[src/rtl/intr_ccr_sequencer.sv]
// Interrupt entry/return sequencer driving the CCR save/restore interface,
// the return-PC stack accesses and the ISR vector fetch. One interrupt level;
// a further request is held pending until the active ISR returns.
module intr_ccr_sequencer #(
  parameter int unsigned             DATA_W      = 8,
  parameter logic [DATA_W-1:0]       VECTOR_ADDR = DATA_W'(1)
) (
  input  logic              CLK,
  input  logic              RST,
  input  logic              INTR,
  input  logic              RTI_Decoded,
  input  logic              Pipe_Empty,
  input  logic [DATA_W-1:0] PC_Current,
  input  logic [DATA_W-1:0] SP_Current,
  input  logic [DATA_W-1:0] Mem_Rdata,
  output logic              Stall,
  output logic              Flush,
  output logic              CCR_Hold,
  output logic              CCR_Shift_Left,
  output logic              CCR_Shift_Right,
  output logic              SP_Dec,
  output logic              SP_Inc,
  output logic              Mem_We,
  output logic              Mem_Re,
  output logic [DATA_W-1:0] Mem_Addr,
  output logic [DATA_W-1:0] Mem_Wdata,
  output logic              PC_Load,
  output logic [DATA_W-1:0] PC_Load_Value,
  output logic              Int_Active
);

  typedef enum logic [3:0] {
    S_IDLE, S_DRAIN, S_SAVE, S_VRD, S_VLD,
    S_RDRAIN, S_POP, S_RRD, S_RLD
  } state_e;

  state_e state_q, state_d;
  logic   intr_q;
  logic   pending_q, pending_d;
  logic   int_active_q, int_active_d;
  logic   req_c;
  logic   save_entry_c;

  logic   stall_q, flush_q, shl_q, shr_q, sp_dec_q, sp_inc_q;
  logic   mem_we_q, mem_re_q, pc_load_q;

  assign req_c = INTR & ~intr_q;

  // Next state, pending request latch and interrupt-active flag
  always_comb begin
    state_d      = state_q;
    int_active_d = int_active_q;
    save_entry_c = 1'b0;
    case (state_q)
      S_IDLE: begin
        if (int_active_q && RTI_Decoded) begin
          state_d = S_RDRAIN;
        end else if ((req_c || pending_q) && !int_active_q) begin
          state_d = S_DRAIN;
        end
      end
      S_DRAIN: begin
        if (Pipe_Empty) begin
          state_d      = S_SAVE;
          save_entry_c = 1'b1;
        end
      end
      S_SAVE:   state_d = S_VRD;
      S_VRD:    state_d = S_VLD;
      S_VLD: begin
        state_d      = S_IDLE;
        int_active_d = 1'b1;
      end
      S_RDRAIN: begin
        if (Pipe_Empty) state_d = S_POP;
      end
      S_POP:    state_d = S_RRD;
      S_RRD:    state_d = S_RLD;
      S_RLD: begin
        state_d      = S_IDLE;
        int_active_d = 1'b0;
      end
      default:  state_d = S_IDLE;
    endcase
    // A request arriving while the current one enters SAVE must survive
    pending_d = (pending_q & ~save_entry_c) | req_c;
  end

  // State, request tracking and control strobes registered from the next state
  always_ff @(posedge CLK or posedge RST) begin
    if (RST) begin
      state_q      <= S_IDLE;
      intr_q       <= 1'b0;
      pending_q    <= 1'b0;
      int_active_q <= 1'b0;
      stall_q      <= 1'b0;
      flush_q      <= 1'b0;
      shl_q        <= 1'b0;
      shr_q        <= 1'b0;
      sp_dec_q     <= 1'b0;
      sp_inc_q     <= 1'b0;
      mem_we_q     <= 1'b0;
      mem_re_q     <= 1'b0;
      pc_load_q    <= 1'b0;
    end else begin
      state_q      <= state_d;
      intr_q       <= INTR;
      pending_q    <= pending_d;
      int_active_q <= int_active_d;
      stall_q      <= (state_d != S_IDLE);
      flush_q      <= (state_d == S_VLD) || (state_d == S_RLD);
      shl_q        <= (state_d == S_SAVE);
      shr_q        <= (state_d == S_RLD);
      sp_dec_q     <= (state_d == S_SAVE);
      sp_inc_q     <= (state_d == S_POP);
      mem_we_q     <= (state_d == S_SAVE);
      mem_re_q     <= (state_d == S_VRD) || (state_d == S_RRD);
      pc_load_q    <= (state_d == S_VLD) || (state_d == S_RLD);
    end
  end

  // Address/data paths follow live SP, PC and read data within the owning state
  always_comb begin
    Mem_Addr      = '0;
    Mem_Wdata     = '0;
    PC_Load_Value = '0;
    case (state_q)
      S_SAVE: begin
        Mem_Addr  = SP_Current;
        Mem_Wdata = PC_Current;
      end
      S_VRD:        Mem_Addr      = VECTOR_ADDR;
      S_RRD:        Mem_Addr      = SP_Current;
      S_VLD, S_RLD: PC_Load_Value = Mem_Rdata;
      default: ;
    endcase
  end

  assign Stall           = stall_q;
  assign CCR_Hold        = stall_q;
  assign Flush           = flush_q;
  assign CCR_Shift_Left  = shl_q;
  assign CCR_Shift_Right = shr_q;
  assign SP_Dec          = sp_dec_q;
  assign SP_Inc          = sp_inc_q;
  assign Mem_We          = mem_we_q;
  assign Mem_Re          = mem_re_q;
  assign PC_Load         = pc_load_q;
  assign Int_Active      = int_active_q;

endmodule

[config.mk]
export PLATFORM = sky130hd
export DESIGN_NAME = intr_ccr_sequencer
export DESIGN_NICKNAME = d
export VERILOG_FILES = /design/src/rtl/intr_ccr_sequencer.sv
export SDC_FILE = /design/constraint.sdc
export NUM_CORES = 1
export LEC_CHECK = 0
export CAP_MARGIN = 20
export CORE_AREA = 3 3 53 55
export CTS_CLUSTER_SIZE = 20
export DETAILED_ROUTE_END_ITERATION = 10
export DIE_AREA = 0 0 56 58
export PLACE_DENSITY = 0.78
export SETUP_SLACK_MARGIN = 0.05
export SYNTH_ARGS = -nofsm -noshare
export SYNTH_HDL_FRONTEND = slang
export SYNTH_SLANG_ARGS = --single-unit
[constraint.sdc]
create_clock -name CLK -period 2.2 [get_ports CLK]
set_input_delay 0.22 -clock CLK [delete_from_list [all_inputs] [get_ports CLK]]
set_output_delay 0.22 -clock CLK [all_outputs]
set_load 0.01 [all_outputs]
==> flow_summary_export.csv, run 1 <==
group,metric,value,unit
sta,fin_tns_setup,0,ns
clock_tree,clk_pin_slew,0.07,ns
floorplanning,die_area,0.00325,sq mm
finish,most-common-layout-cells,"58 x clkdlybuf4s50_1, 23 x and2_1, 11 x buf_4, 10 x dfrtp_1, 5 x dlymetal6s2s_1",
finish,final_common_cell,"clkdlybuf4s50_1",
routing,dr.first_iter.drc_count,19,
sta,hold_viol,0,
routing,wl_per_cell,12.5,microns
finish,area_growth,92.2,%
finish,fin_area,0.00156,sq mm
yosys,avgSynthCellArea,9.35,sq um
clock_tree,htreeDepth,1,
sta,finalSetupViolCount,0,
floorplanning,initial_utilization,33.4,%
yosys,synth_seq_cells,13,
finish,antenna_cells,0,
power_and_ir_drop,p_leak,0.730,nW
placement,dp_cells,174,
routing,drt-total-wl,2330,microns
yosys,async_reset_ff_share,100,%
power_and_ir_drop,vdd_drop_max,0.000767,V
sta,hold_slack,0.263,ns
clock_tree,tritoncts,"done",
global_routing,globalRoute.totalOverflow,0,
worst_setup_path,crit_fanout,8,
yosys,synth_top_area_share,40.0,%
sta,fin_crit,2.07,ns
finish,drive_above_1_share,15.9,%
yosys,syn_nets,116,
floorplanning,num_rows,18,
global_routing,grt_usage,13.8,%
sta,maxSlewViolCount,0,
sta,max_freq,483,MHz
finish,final_net_count,187,
worst_setup_path,cp.arrival,1.85,ns
clock_tree,postCtsHoldBufs,0,
clock_tree,clock_latency,0.27,ns
placement,numPortBuffers,63,
sta,worst_slew_pin_slew,0.472,ns
placement,post_dp_cell_area,0.00143,sq mm
sta,slew_headroom,68.5,%
worst_setup_path,end_kind,"primary output",
run,cap_violations,0,
floorplanning,die_y,58,microns
worst_setup_path,crit_required,1.98,ns
global_routing,grt_pass1_wl,3630,microns
clock_tree,cts.path.max_buffers,2,
global_routing,antenna_found_initial,0,
placement,dp_hpwl,1850,microns
yosys,synthFlopType,"dfrtp_1",
power_and_ir_drop,power_density,1050,mW/mm^2
run_status,status,"finished, final reports clean",
yosys,synth_area_leaders,"dfrtp_1 40%, and2_1 18%, nor3_2 4.9%",
global_routing,grt_max_degree,14,
worst_setup_path,critPathKind,"flop to primary output",
yosys,synth.distinct_cells,29,
yosys,synth_cells,87,
routing,viasPerCell,4.46,
clock_tree,cts_buffers,3,
routing,num_vias,834,
floorplanning,fp.dieW,56,microns
floorplanning,design.core.area,0.00243,sq mm
placement,place_congestion,0.817,
sta,finClkSkew,0.00440,ns
finish,final_cells,187,
routing,drc,0,
sta,rsz0062_at_grt,"true",
yosys,netlist_area,813,sq um
yosys,synth_edf_count,0,
yosys,yosysSeqAreaShare,40.0,%
clock_tree,clkSinkCount,13,
global_routing,grt_pass1_vias,772,
worst_setup_path,cp-start-kind,"flop",
floorplanning,io_pins,64,
yosys,yosysWarnings,0,
routing,drt-pass1-iter-count,4,
clock_tree,cts-root-buf,"clkbuf_4",
routing,drtAntennaViolNets,0,
sta,layout_worst_path_cycle_share,94.1,%
worst_hold_path,hp-class,"input port to asynchronous set/reset pin",
yosys,synth_top_area_cell,"dfrtp_1",
==> metal layers <==
layer  track usage (%)  wire length [microns]
met5                 0                      0
met3              4.68                    180
met2              25.0                   1240
met4              1.02                      0
met1              16.7                    911
==> registers in the layout (all words and copies together) (netlist names) <==
register / count
intr_q: 1
Int_Active: 1
Mem_We: 1
state_q: 4
Mem_Re: 1
PC_Load: 1
pending_q: 1
SP_Inc: 1
CCR_Shift_Right: 1
CCR_Hold: 1
==> cell type report <==
class,instances,area [sq um]
fillers,197,870
flip-flops and latches,13,329
well taps,30,37.5
multi-input cells,62,429
inverters,4,15.0
repair buffers,74,726
clock buffers,4,26.3
==> Yosys cell counts (all sizes together), types with 2 or more instances <==
cell and n:
a21oi 3, and2 23, buf 8, dfrtp 13
inv 4, nand2 2, nand2b 5, nor2 4
nor3 7, o21ai 2, xor2 2
==> cells by family (layout without fill, tap and decap cells) <==
group           after synthesis  in the layout  share of synthesized area, %
compound gates               12             12                          9.54
xor+xnor                      3              3                          3.23
fa+ha+maj                     1              1                          1.38
buf+inv                      12             82                          9.85
flops                        13             13                          40.0
simple gates                 46             46                          36.0
==> power breakdown <==
part	leakage [nW]	total, mW	switching, mW	internal (mW)
clock	0.0150	0.143	0.0725	0.0703
combinational	0.558	1.10	0.470	0.626
sequential	0.156	0.401	0.0816	0.320
total	0.730	1.64	0.624	1.02
==> critical path, stage by stage (launching register included) <==
cell	delay, ns
dfrtp_1	0.46
xnor2_1	0.17
nor3_2	0.15
buf_4	0.15
and2_1	0.13
clkdlybuf4s50_1	0.53
==> stage by stage <==
step / worst slack (ns) / util, % / total power [mW]
6_report: 0.129 / 64.2 / 1.64
5_1_grt: 0.0272 / 64.2 / 1.77
4_1_cts: 0.0662 / 61.1 / 1.54
3_5_place_dp: 0.239 / 58.8 / 1.34
3_3_place_gp: 0.267 / 58.8 / 1.31
2_1_floorplan: 0.912 / - / 0.948
==> path summary, 6_finish.rpt <==
kind / startpoint / cells after the start / end / slack [ns]
hold / removal: RST / 2 / PC_Load / 0.26
hold reg to reg: pending_q / 2 / pending_q / 0.55
max in group asynchronous: RST / 2 / state_q[2] / 1.59
min in group CLK: INTR / 1 / intr_q / 0.41
setup / recovery: state_q[3] / 5 / PC_Load_Value[3] / 0.13
setup reg to reg: state_q[0] / 5 / CCR_Hold / 0.66
==> repair_timing <==
item / CTS / global route
pin swaps: 2 / 2
resized for setup: 6 / 6
cloned: 0 / 0
setup buffers: 1 / 8
setup endpoints to repair: 23 / 23
Note: power is estimated with default switching activity, not from simulation.
==> inputs of run 2 (changes only) <==
==> constraint.sdc (replaced) <==
create_clock -name CLK -period 2.2 [get_ports CLK]
set_input_delay 0.22 -clock CLK [delete_from_list [all_inputs] [get_ports CLK]]
set_output_delay 0.22 -clock CLK [all_outputs]
set_load 0.1 [all_outputs]
==> flow_summary_export.csv, run 2 (synthesized netlist as in run 1, its figures left out) <==
group,metric,value,unit
worst_setup_path,r2r_slack,0.77,ns
worst_hold_path,hp-class,"input port to asynchronous set/reset pin",
worst_setup_path,critPathKind,"flop to primary output",
clock_tree,cts.path.max_buffers,2,
clock_tree,clk_pin_slew,0.08,ns
worst_setup_path,cp.arrival,1.78,ns
finish,largest_reg_flops,4,
finish,drive_above_1_share,32.2,%
global_routing,globalRoute.totalOverflow,0,
sta,rsz0062_at_grt,"false",
global_routing,grt_usage,15.5,%
floorplanning,fp.dieW,56,microns
finish,register_area,327,sq um
finish,largest_register,"state_q",
global_routing,grt_pass1_wl,4010,microns
sta,layout_worst_path_cycle_share,90.9,%
worst_setup_path,cp-start-kind,"flop",
routing,drtAntennaViolNets,0,
worst_setup_path,end_kind,"primary output",
worst_setup_path,crit_buf_inv,1,
clock_tree,htreeDepth,1,
run,cap_violations,0,
worst_setup_path,reg2reg_to,"PC_Load",
clock_tree,postCtsHoldBufs,0,
routing,dr.first_iter.drc_count,17,
worst_setup_path,cp_cell_sequence,"nand2b_1 > nor3_4 > and2_1 > buf_12",
clock_tree,cts_resized,0,
worst_setup_path,r2r-start,"state_q[2]",
routing,drt-total-wl,2420,microns
sta,hold_viol,0,
finish,antenna_cells,0,
routing,viasPerCell,4.60,
run_status,status,"finished, final reports clean",
floorplanning,initial_utilization,33.4,%
sta,slew_headroom,66.7,%
sta,worst_slew_pin_slew,0.499,ns
floorplanning,design.core.area,0.00243,sq mm
finish,fin_area,0.00167,sq mm
clock_tree,tritoncts,"done",
finish,most-common-layout-cells,"28 x clkdlybuf4s50_1, 24 x buf_12, 23 x and2_1, 12 x dfrtp_1, 11 x buf_4",
routing,drt-pass1-iter-count,4,
sta,maxSlewViolCount,0,
floorplanning,die_area,0.00325,sq mm
sta,finalSetupViolCount,0,
routing,num_vias,809,
placement,dp_hpwl,2030,microns
floorplanning,die_y,58,microns
floorplanning,io_pins,64,
floorplanning,num_rows,18,
global_routing,grt_max_degree,16,
finish,multi_input_area,420,sq um
sta,fin_crit,2.00,ns
clock_tree,clkSinkCount,13,
worst_setup_path,crit_fanout,14,
worst_setup_path,cpLargestDelayFamily,"simple AND/OR/NAND/NOR gates",
finish,area_growth,105,%
global_routing,grt_pass1_vias,801,
placement,post_dp_cell_area,0.00163,sq mm
sta,max_freq,500,MHz
global_routing,antenna_found_initial,0,
placement,place_congestion,0.899,
worst_setup_path,slowest_stage,"dfrtp_1",
clock_tree,cts-root-buf,"clkbuf_4",
worst_setup_path,max_stage_delay,0.55,ns
worst_setup_path,rr_worst_depth,3,
routing,wl_per_cell,13.8,microns
routing,drc,0,
clock_tree,post-cts-setup-buffers,0,
finish,final_common_cell,"clkdlybuf4s50_1",
placement,numPortBuffers,63,
clock_tree,cts_buffers,3,
finish,num-fill-cells,180,
finish,final_net_count,176,
sta,fin_tns_setup,0,ns
sta,finClkSkew,0.00471,ns
clock_tree,clock_latency,0.27,ns
worst_setup_path,crit_required,1.98,ns
run 2: per-layer routing:
metal | vias up | track usage, % | share of wire [%]
li1 | 403 | - | -
met1 | 378 | 20.1 | 43
met2 | 28 | 26.9 | 52
met3 | 0 | 2.00 | 5.0
met4 | 0 | 5.08 | 0
met5 | - | 0 | 0
run 2: worst max-delay path by stage:
stage,startpoint,endpoint,slack (ns),cells past startpoint
after detailed placement,state_q[0],Mem_Wdata[1],0.41,4
after floorplan,state_q[0],Mem_Addr[1],0.32,4
final,state_q[0],Mem_Wdata[0],0.20,4
after global placement,state_q[0],Mem_Wdata[4],0.46,4
after CTS,state_q[0],Mem_Wdata[1],0.10,4
after global routing,state_q[0],Mem_Wdata[6],0.08,4
run 2: worst register-to-register path: cells and delay by family, from the launching register on:
family,cells,cell delay [ns]
AO/OA/AOI/OAI,1,0.21
flip-flops,1,0.53
AND/OR/NAND/NOR,2,0.58
run 2: cell type report:
cell class | instances | share of cell area (%)
multi-input cells | 62 | 25.2
inverters | 4 | 0.900
flip-flops and latches | 13 | 19.6
well taps | 30 | 2.25
repair buffers | 63 | 50.5
clock buffers | 4 | 1.57
run 2: stage by stage:
step	utilization [%]	setup slack [ns]	cells	hold slack [ns]
3_5_place_dp	67.1	0.410	172	0.544
3_3_place_gp	67.1	0.457	172	0.525
4_1_cts	68.2	0.104	176	0.290
5_1_grt	68.6	0.0777	176	0.329
2_1_floorplan	-	0.320	87	0.0970
6_report	68.6	0.199	176	0.275
Power of run 2 is not shown: default switching activity piles up to over one toggle a cycle in this logic, so the estimate is an artifact.
==> inputs of run 3 (changes only) <==
CORE_AREA = 3 3 57 59   (was 3 3 53 55)
DIE_AREA = 0 0 60 62   (was 0 0 56 58)
PLACE_DENSITY = 0.7   (was 0.78)
clock period = 1.7 ns   (was 2.2 ns; I/O delays follow)
==> flow_summary_export.csv, run 3 (synthesized netlist as in run 1, its figures left out) <==
group,metric,value,unit
run_status,status,"finished, violations left",
run_status,failed_checks,"negative setup slack",
finish,final_common_cell,"buf_12",
sta,maxSlewViolCount,0,
clock_tree,postCtsHoldBufs,0,
placement,dp_hpwl,2300,microns
clock_tree,htreeDepth,1,
global_routing,grt_pass1_vias,887,
finish,final_net_count,188,
routing,wl_per_cell,15.1,microns
clock_tree,cts.path.max_buffers,2,
global_routing,grt_pass1_wl,4220,microns
worst_setup_path,critPathKind,"flop to primary output",
worst_setup_path,max_stage_delay,0.42,ns
routing,drt-total-wl,2860,microns
placement,post_dp_cell_area,0.00174,sq mm
routing,drtAntennaViolNets,0,
global_routing,grt_max_degree,14,
sta,max_freq,586,MHz
floorplanning,initial_utilization,29.5,%
routing,drc,0,
clock_tree,clock_latency,0.28,ns
routing,viasPerCell,4.60,
sta,slew_headroom,68.6,%
clock_tree,clk_pin_slew,0.08,ns
clock_tree,cts_buffers,3,
sta,worst_slew_pin_slew,0.471,ns
floorplanning,fp.dieW,60,microns
global_routing,antenna_found_initial,0,
sta,hold_viol,0,
worst_hold_path,hp-class,"input port to asynchronous set/reset pin",
worst_setup_path,end_kind,"primary output",
routing,dr.first_iter.drc_count,10,
worst_setup_path,rr_worst_depth,5,
floorplanning,num_rows,19,
clock_tree,cts-root-buf,"clkbuf_4",
sta,hold_slack,0.195,ns
finish,antenna_cells,0,
worst_setup_path,crit_fanout,7,
sta,layout_worst_path_cycle_share,100,%
worst_setup_path,reg2reg_to,"PC_Load",
worst_setup_path,crit_buf_inv,2,
finish,area_growth,136,%
placement,numPortBuffers,63,
sta,finClkSkew,0.00283,ns
worst_setup_path,cpLargestDelayFamily,"flip-flops",
floorplanning,io_pins,64,
floorplanning,die_y,62,microns
worst_setup_path,cp_cell_sequence,"buf_6 > xor2_2 > nor2_4 > and2_4 > buf_12",
global_routing,globalRoute.totalOverflow,0,
sta,fin_crit,1.71,ns
sta,fin_ws,-0.00702,ns
routing,num_vias,870,
clock_tree,clkSinkCount,13,
worst_setup_path,crit_required,1.53,ns
worst_setup_path,slowest_stage,"dfrtp_2",
clock_tree,tritoncts,"done",
floorplanning,design.core.area,0.00276,sq mm
sta,finalSetupViolCount,5,
global_routing,grt_usage,15.3,%
sta,rsz0062_at_grt,"true",
finish,drive_above_1_share,56.3,%
finish,largest_register,"state_q",
floorplanning,die_area,0.00372,sq mm
run,cap_violations,0,
worst_setup_path,cp-start-kind,"flop",
finish,most-common-layout-cells,"29 x buf_12, 28 x clkdlybuf4s50_1, 17 x and2_4, 16 x buf_4, 10 x dfrtp_1",
worst_setup_path,r2r_slack,0.17,ns
finish,num-fill-cells,195,
placement,place_congestion,0.843,
finish,fin_area,0.00192,sq mm
routing,drt-pass1-iter-count,5,
worst_setup_path,r2r-start,"state_q[3]",
finish,largest_reg_flops,4,
worst_setup_path,cp.arrival,1.54,ns
==> run 3: layout make-up <==
class	instances	area (sq um)	area share [%]
Clock buffer	4	26.3	1.37
Inverter	4	15.0	0.782
Timing Repair Buffer	75	1000	52.3
Multi-Input combinational cell	62	507	26.4
Tap cell	31	38.8	2.02
Sequential cell	13	329	17.1
==> run 3: worst reg2reg max path, cell delays in order (launching register included) <==
cell and delay [ns]:
dfrtp_2 0.45, buf_4 0.15, buf_4 0.13, nor4_2 0.31
o311ai_2 0.18, nor4b_2 0.19
==> run 3: worst max path at each step <==
stage | startpoint | to | slack [ns] | cells past startpoint
3_5_place_dp | state_q[3] | Mem_Addr[1] | 0.12 | 4
3_3_place_gp | state_q[3] | Mem_Addr[1] | 0.15 | 4
5_1_grt | state_q[0] | Mem_Addr[6] | -0.08 | 5
6_report | state_q[0] | Mem_Addr[7] | -0.007 | 5
2_1_floorplan | state_q[2] | Mem_Addr[0] | -0.10 | 4
4_1_cts | state_q[3] | PC_Load_Value[6] | 0.01 | 5
==> run 3: stage by stage <==
step	std cells	setup slack, ns	utilization [%]	setup TNS [ns]
after CTS	188	0.0137	68.1	0
after global routing	189	-0.0751	69.6	-1.34
final	189	-0.00702	69.6	-0.00931
after global placement	176	0.152	62.9	0
after floorplan	87	-0.105	-	-0.105
after detailed placement	176	0.116	62.9	0
==> run 3: timing repair <==
item / 4_1_cts / 5_1_grt
setup endpoints to repair: 24 / 24
pin swaps: 10 / 4
resized for setup: 19 / 12
setup buffers: 8 / 1
==> run 3: metal layers <==
layer	global-route usage, %	share of wire [%]	up-vias
li1	-	-	424
met1	19.0	37	427
met2	27.9	59	16
met3	3.93	3.2	3
met4	1.27	0.42	0
met5	0	0	-
Power of run 3 is left out for the same reason.
